## src/rtl/hazard_ctrl_pkg.sv

```systemverilog
// hazard_ctrl_pkg: shared constants, md FSM states and the Tnew/Tuse hazard check
package hazard_ctrl_pkg;
  localparam logic [1:0] TUSE_NONE = 2'd3;
  localparam int MULT_CYCLES_DEF = 5;
  localparam int DIV_CYCLES_DEF = 10;
  typedef enum logic {MD_IDLE, MD_BUSY} md_state_t;
  function automatic logic data_hz(input logic [4:0] r, input logic [1:0] tuse, input logic [4:0] e_a3, input logic [1:0] e_tnew, input logic [4:0] m_a3, input logic [1:0] m_tnew);
    return r != 5'd0 && tuse != TUSE_NONE && ((e_a3 == r && e_tnew > tuse) || (m_a3 == r && m_tnew > tuse));
  endfunction
endpackage

```

## src/rtl/hazard_ctrl_md_busy_timer.sv

```systemverilog
// hazard_ctrl_md_busy_timer: mult/div busy counter; start/div in, md_busy/md_done out
module hazard_ctrl_md_busy_timer
  import hazard_ctrl_pkg::*;
#(
  parameter int MULT_CYCLES = MULT_CYCLES_DEF,
  parameter int DIV_CYCLES = DIV_CYCLES_DEF,
  parameter int CNT_W = 4
) (
  input  logic clk,
  input  logic reset,
  input  logic start,
  input  logic div,
  output logic md_busy,
  output logic md_done
);
  md_state_t state, state_n;
  logic [CNT_W-1:0] cnt, cnt_n;
  always_ff @(posedge clk) begin
    if (reset) begin
      state <= MD_IDLE;
      cnt <= '0;
    end else begin
      state <= state_n;
      cnt <= cnt_n;
    end
  end
  always_comb begin
    cnt_n = state == MD_IDLE ? (start ? (div ? CNT_W'(DIV_CYCLES) : CNT_W'(MULT_CYCLES)) : '0) : cnt - CNT_W'(1);
    state_n = cnt_n != '0 ? MD_BUSY : MD_IDLE;
  end
  always_comb begin
    md_busy = state == MD_BUSY;
    md_done = state == MD_BUSY && cnt == CNT_W'(1);
  end
endmodule

```

## src/rtl/hazard_ctrl.sv

```systemverilog
// hazard_ctrl: pipeline stall/flush scheduler with md sequencing; HAZARD_STALL_CNT_EN adds stall_cnt/md_stall_cnt
module hazard_ctrl
  import hazard_ctrl_pkg::*;
#(
  parameter int MULT_CYCLES = MULT_CYCLES_DEF,
  parameter int DIV_CYCLES = DIV_CYCLES_DEF,
  parameter int CNT_W = 4
) (
  input  logic clk,
  input  logic reset,
  input  logic [4:0] D_rs,
  input  logic [4:0] D_rt,
  input  logic [1:0] D_Tuse_rs,
  input  logic [1:0] D_Tuse_rt,
  input  logic [4:0] E_A3,
  input  logic [1:0] E_Tnew,
  input  logic [4:0] M_A3,
  input  logic [1:0] M_Tnew,
  input  logic D_is_md,
  input  logic E_md_start,
  input  logic E_md_div,
  output logic stall,
  output logic F_WE,
  output logic D_WE,
  output logic E_Flush,
  output logic M_Flush,
  output logic W_WE,
`ifdef HAZARD_STALL_CNT_EN
  output logic [31:0] stall_cnt,
  output logic [31:0] md_stall_cnt,
`endif
  output logic md_busy,
  output logic md_done
);
  logic rs_hz, rt_hz, md_hz;
  hazard_ctrl_md_busy_timer #(.MULT_CYCLES(MULT_CYCLES), .DIV_CYCLES(DIV_CYCLES), .CNT_W(CNT_W)) u_timer (
    .clk(clk),
    .reset(reset),
    .start(E_md_start),
    .div(E_md_div),
    .md_busy(md_busy),
    .md_done(md_done)
  );
  always_comb begin
    rs_hz = data_hz(D_rs, D_Tuse_rs, E_A3, E_Tnew, M_A3, M_Tnew);
    rt_hz = data_hz(D_rt, D_Tuse_rt, E_A3, E_Tnew, M_A3, M_Tnew);
    md_hz = D_is_md && (md_busy || E_md_start);
    stall = rs_hz || rt_hz || md_hz;
    F_WE = !stall;
    D_WE = !stall;
    E_Flush = stall;
    M_Flush = 1'b0;
    W_WE = 1'b1;
  end
`ifdef HAZARD_STALL_CNT_EN
  always_ff @(posedge clk) begin
    if (reset) begin
      stall_cnt <= '0;
      md_stall_cnt <= '0;
    end else begin
      if (stall && !(&stall_cnt)) stall_cnt <= stall_cnt + 32'd1;
      if (md_hz && !rs_hz && !rt_hz && !(&md_stall_cnt)) md_stall_cnt <= md_stall_cnt + 32'd1;
    end
  end
`endif
endmodule

```

## config.mk

```make
export PLATFORM = sky130hd
export DESIGN_NAME = hazard_ctrl
export DESIGN_NICKNAME = d
export VERILOG_FILES = /design/src/rtl/hazard_ctrl_pkg.sv /design/src/rtl/hazard_ctrl_md_busy_timer.sv /design/src/rtl/hazard_ctrl.sv
export SDC_FILE = /design/constraint.sdc
export NUM_CORES = 1
export LEC_CHECK = 0
export CORE_MARGIN = 2
export CORE_UTILIZATION = 55
export CTS_CLUSTER_DIAMETER = 100
export DETAILED_ROUTE_END_ITERATION = 16
export DONT_BUFFER_PORTS = 1
export GPL_TIMING_DRIVEN = 0
export PLACE_DENSITY = 0.77
export SETUP_SLACK_MARGIN = 0.1
export SLEW_MARGIN = 20
export SYNTH_ARGS = -nofsm -noshare
export SYNTH_HDL_FRONTEND = slang
export SYNTH_SLANG_ARGS = --single-unit
export TNS_END_PERCENT = 10
```

## constraint.sdc

```tcl
create_clock -name clk -period 7.1 [get_ports clk]
set_input_delay 2.13 -clock clk [delete_from_list [all_inputs] [get_ports clk]]
set_output_delay 2.13 -clock clk [all_outputs]
set_load 0.05 [all_outputs]
```

== After elaboration in Yosys (flattened, before gate mapping) ==
Cells that the tools add are included.
Widths: inputs -> output; s select.
Operators by class
  add/sub/neg operators: 1
  $lt $le $gt $ge: 4
  equality and inequality tests: 7
  mux-type cells: 4
  reduce and logical (&&, ||, !) cells: 19
Operators by type and width (count)
  $eq 5x5->1: 4
  $mux 4: 3
  $logic_and 1x1->1: 10
  $reduce_bool 5->1: 2
  $gt 2x2->1: 4
  $logic_or 1x1->1: 5
  $eq 4x1->1 const B: 1
  $ne 2x2->1 const B: 2
  $reduce_bool 4->1: 1
  $sub 4x1->4 const B: 1
  $logic_not 1->1: 1
  $mux 1: 1
Storage, ports and cells
  flip-flop bits (word level): 5
  input bits: 33
  output and inout port bits: 8
  word-level logic and storage cells: 37

== Longest topological paths before layout ==
  depth in word-level cells: 7
  mapped depth: 8
  gate-level depth less buffers: 7

== Modules after synthesis ==
A second synthesis with hierarchy kept.
Unflattened totals
  cells, all modules: 96
  area total of the unflattened synthesis: 778.2 um^2
Modules (own cells, without submodules)
  hazard_ctrl: times used 1, cells each 66, area each 505.5 um^2, seq. area each 0.0 um^2
  hazard_ctrl_md_busy_timer: times used 1, cells each 30, area each 272.8 um^2, seq. area each 100.1 um^2

== Worst setup path after synthesis ==
No wires, ideal clock.
  kind: input to output
  from: input port D_Tuse_rs[1]
  to: output port stall
  data arrival time: 3.857 ns
  required time: 4.970 ns
  path slack: 1.113 ns
  cell stages on the path: 8
  buffers on the path: 1
  cells stage by stage: inv_1 ha_1 nor2b_1 o21ai_0 a2111oi_2 o221ai_1 nand3_1 buf_4
Between the ends
  cells in the longest elaborated chain, start to end: 6
  elaborated cells on any way between the ends: 10
  classes of those cells: 2 x order compare; 1 x eq/ne; 7 x reduce/logical
RTL lines
  start: declaration: RTL line hazard_ctrl.sv:13  | input logic [1:0] D_Tuse_rs,
  $gt 2x2->1: RTL line hazard_ctrl_pkg.sv:8  | return r != 5'd0 && tuse != TUSE_NONE && ((e_a3 == r && e_tnew > tuse) || (m_a3 == r && m_tnew > tuse));
  $logic_and 1x1->1: RTL line hazard_ctrl_pkg.sv:8
  $logic_or 1x1->1: RTL line hazard_ctrl_pkg.sv:8
  $logic_and 1x1->1 (*): RTL line hazard_ctrl_pkg.sv:8
  $logic_or 1x1->1 (*) (2 in a row): RTL line hazard_ctrl.sv:48  | stall = rs_hz || rt_hz || md_hz;
  end: declaration: RTL line hazard_ctrl.sv:22  | output logic stall,
Mark *: on every way between the ends. The rest lies on a longest branch, timed or not.

== Worst setup path after layout ==
Same ends and word-level chain as after synthesis.

==> results by group <==
Critical path
  • Reg2reg end: u_timer.md_busy
  • Worst-path fanout max: 2
  • Reg2Reg Setup Slack: ~5.4 ns
  • Crit. End Element: output port
  • Worst EP required: just under 5 ns
  • CP endpoint: stall
  • RR Startpoint: u_timer.md_busy
  • WS Path Type: in2out
  • Reg2Reg Depth: 3
  • Crit path DAT: approximately 4 ns
  • Startpoint class of the critical path: input port
  • Crit path from: D_Tuse_rs[1]

GRT
  • First-pass GRT wire length: 2060 um
  • Tot GR Track Use: between 10% and 20%
  • Number of global-route vias before repair: roughly 530
  • Congestion Overflow GR: 0
  • Largest net degree at the start of global routing: 10
  • Initial antenna violation count: 0

Detailed routing
  • DR pass1 iterations: 4
  • DRC Markers: 0
  • WL final: between 1000 and 1500 um
  • Final ANT Viol Nets: 0
  • Drt initial violations: 6
  • Via count: around 590
  • Via/cell ratio: between 5 and 6
  • WL per Instance: 13.6 um

Timing
  • Clk_skew: around 0.0014 ns
  • Hold Vio Cnt, Final: 0
  • Post-route setup TNS: 0 ns
  • Fmax: around 160 MHz
  • RSZ-0062 raised after global routing: no
  • Max-Slew Margin vs Limit: 49.9%
  • Slew Viols, Final: 0
  • Minimum clock period after layout: slightly above 6 ns
  • Slew @ Worst Pin: around 0.75 ns
  • Final setup viols: 0
  • Final worst path period share: a little under 90%

Die
  • Die H: 40.3 um
  • Core Region: ~0.0013 mm2
  • # rows: 13
  • Top Ports: around 40
  • Die ar.: about 0.0016 mm2
  • Die W: around 40 um
  • Starting Density: between 50% and 60%

Logic synthesis
  • Yosys top cell area share: around 17%
  • Syn Area/Cell: between 8 and 9 um2
  • Synth Area in Compound Gates: between 10 and 15%
  • Post-synth cell types: 23
  • Syn Inst Count: 89
  • Post-synthesis simple-gate area fraction: 20.1%
  • Area leader, netlist: ha_1
  • XOR/XNOR Fraction of Synth Area: between 20% and 30%
  • Mapped Nets: approximately 130
  • Sequential share of the synthesized area: about 14%
  • Largest family of logic cells by synthesized area: XOR/XNOR gates
  • Multiplexer area fraction after synthesis: 0%
  • Ranking of synthesized cells by area: ha_1 (17%), xnor2_1 (17%), dfxtp_1 (14%)
  • Syn. warnings: 0
  • Register bit total from synthesis: 5
  • Mapped cell area: slightly above 700 um2
  • Post-Synth Adder-Cell Area: between 10% and 20%

Clocking
  • PostCTS Resize Cnt: 0
  • Clk root buf: clkbuf_4
  • Clk_lat worst skew: 0.23 ns
  • CTS clock-pin slew for the worst setup and hold paths: 0.04 ns
  • Clock Sinks: 5
  • Clock Path Buffers: 2
  • Post-CTS setup buffers: 0
  • CTS tree: done
  • # hold bufs at CTS: 0
  • CTS Buf Count: 3
  • Htree depth: 1

Power
  • Power density over the cells: approximately 260 mW/mm2
  • Maximum vdd drop: about 0.00024 V
  • Leakage: 0.000324 uW

Finish
  • FILL cells: around 120
  • P&R area growth vs syn: 8.30%
  • Area of the multi-input gates: roughly 580 um2
  • Final core occ: 61.7%
  • FF+latch area: around 100 um2
  • Diodes inserted: 0
  • Final net count: approximately 140
  • Share of layout cells above drive strength 1: between 10% and 20%

Job
  • Max-cap violations: 0

Status
  • Status: finished, final reports clean

Worst hold path
  • Hold Crit Class: reg2reg

Placement
  • Post-DP HPWL: 1340 um
  • Final Wtd Congestion: 0.754
  • I/O Buffers: 0
## synth_stat cells
master,count
nand3_1,3
or4_1,3
nor4bb_1,1
xor2_1,8
nand2_1,7
xnor2_1,14
and3_1,1
ha_1,10
or3b_2,1
buf_4,4
nor4_1,2
nand4_1,2
inv_1,8
o221ai_1,2
a2111oi_2,2
nor2b_1,2
nor3_1,1
dfxtp_1,5
conb_1,2
o21ai_0,3
a21oi_1,6
nand3b_1,1
nand2b_1,1
## cell families after synthesis
logic type	count (synthesis)
simple gates	25
xor+xnor	22
compound gates	13
buf+inv	12
fa+ha+maj	10
flops	5
other cells	2
## registers in the layout, indices dropped and copies added, names as in the netlist
name and count:
u_timer.cnt 4, u_timer.md_busy 1
## worst min path at each step
stage | start | endpoint | slack, ns | cells past startpoint
after floorplan | u_timer.cnt[0] | u_timer.cnt[0] | 0.53 | 3
after global placement | u_timer.cnt[3] | u_timer.cnt[3] | 0.57 | 3
after detailed placement | u_timer.cnt[0] | u_timer.cnt[0] | 0.59 | 3
after CTS | u_timer.cnt[0] | u_timer.cnt[0] | 0.60 | 3
after global routing | u_timer.cnt[0] | u_timer.cnt[0] | 0.64 | 3
final | u_timer.cnt[0] | u_timer.cnt[0] | 0.59 | 3
## layout by cell type, fill, tap and decap left out, types with 2 or more instances in the layout
| cell type | netlist | routed |
|---|---|---|
| xnor2_1 | 14 | 14 |
| nand2_1 | 7 | 7 |
| dfxtp_1 | 5 | 5 |
| clkbuf_4 | 0 | 3 |
| nor4_1 | 2 | 2 |
| o221ai_1 | 2 | 2 |
| or4_1 | 3 | 3 |
| a21oi_1 | 6 | 6 |
| nand4_1 | 2 | 2 |
| inv_1 | 8 | 8 |
| o21ai_0 | 3 | 3 |
| nand3_1 | 3 | 3 |
| xor2_1 | 8 | 8 |
| buf_4 | 4 | 4 |
| conb_1 | 2 | 2 |
| ha_1 | 10 | 10 |
| nor2b_1 | 2 | 2 |
| a2111oi_2 | 2 | 2 |
## critical path: stages
cell	delay, ns
inv_1	0.03
ha_1	0.31
nor2b_1	0.14
o21ai_0	0.21
a2111oi_2	0.07
o221ai_1	0.25
nand3_1	0.48
buf_4	0.38
## power breakdown
group	switching, uW	leakage (uW)	internal (uW)	total (uW)
Combinational	58.3	0.000267	44.6	103
Sequential	26.0	0.0000416	41.6	67.6
Clock	9.88	0.0000150	21.1	31.0
Total	94.2	0.000324	107	202
## through the flow
stage | hold slack, ns | cells | area (um2) | setup WS, ns | power, uW
after global routing | 0.644 | 108 | 783 | 0.834 | 217
after CTS | 0.598 | 108 | 783 | 0.942 | 203
after floorplan | 0.530 | 89 | 723 | 1.11 | 149
after detailed placement | 0.591 | 104 | 757 | 0.951 | 171
after global placement | 0.566 | 104 | 742 | 0.956 | 159
final | 0.594 | 108 | 783 | 0.953 | 202
## layer usage
layer	vias up	part of all wire, %	wire, um	GRT usage [%]
li1	312	-	-	-
met1	251	40	590	19.9
met2	21	49	720	34.7
met3	2	9.9	145	7.78
met4	0	0.68	10	10.0
met5	-	0	0	0
## area by class of cell
type,count,share of cell area [%]
multi-input cells,72,73.8
flip-flops and latches,5,12.8
inverters,8,3.83
clock buffers,4,3.35
well taps,15,2.40
plain buffers,4,3.83
Note: power is estimated with default switching activity, not from simulation.
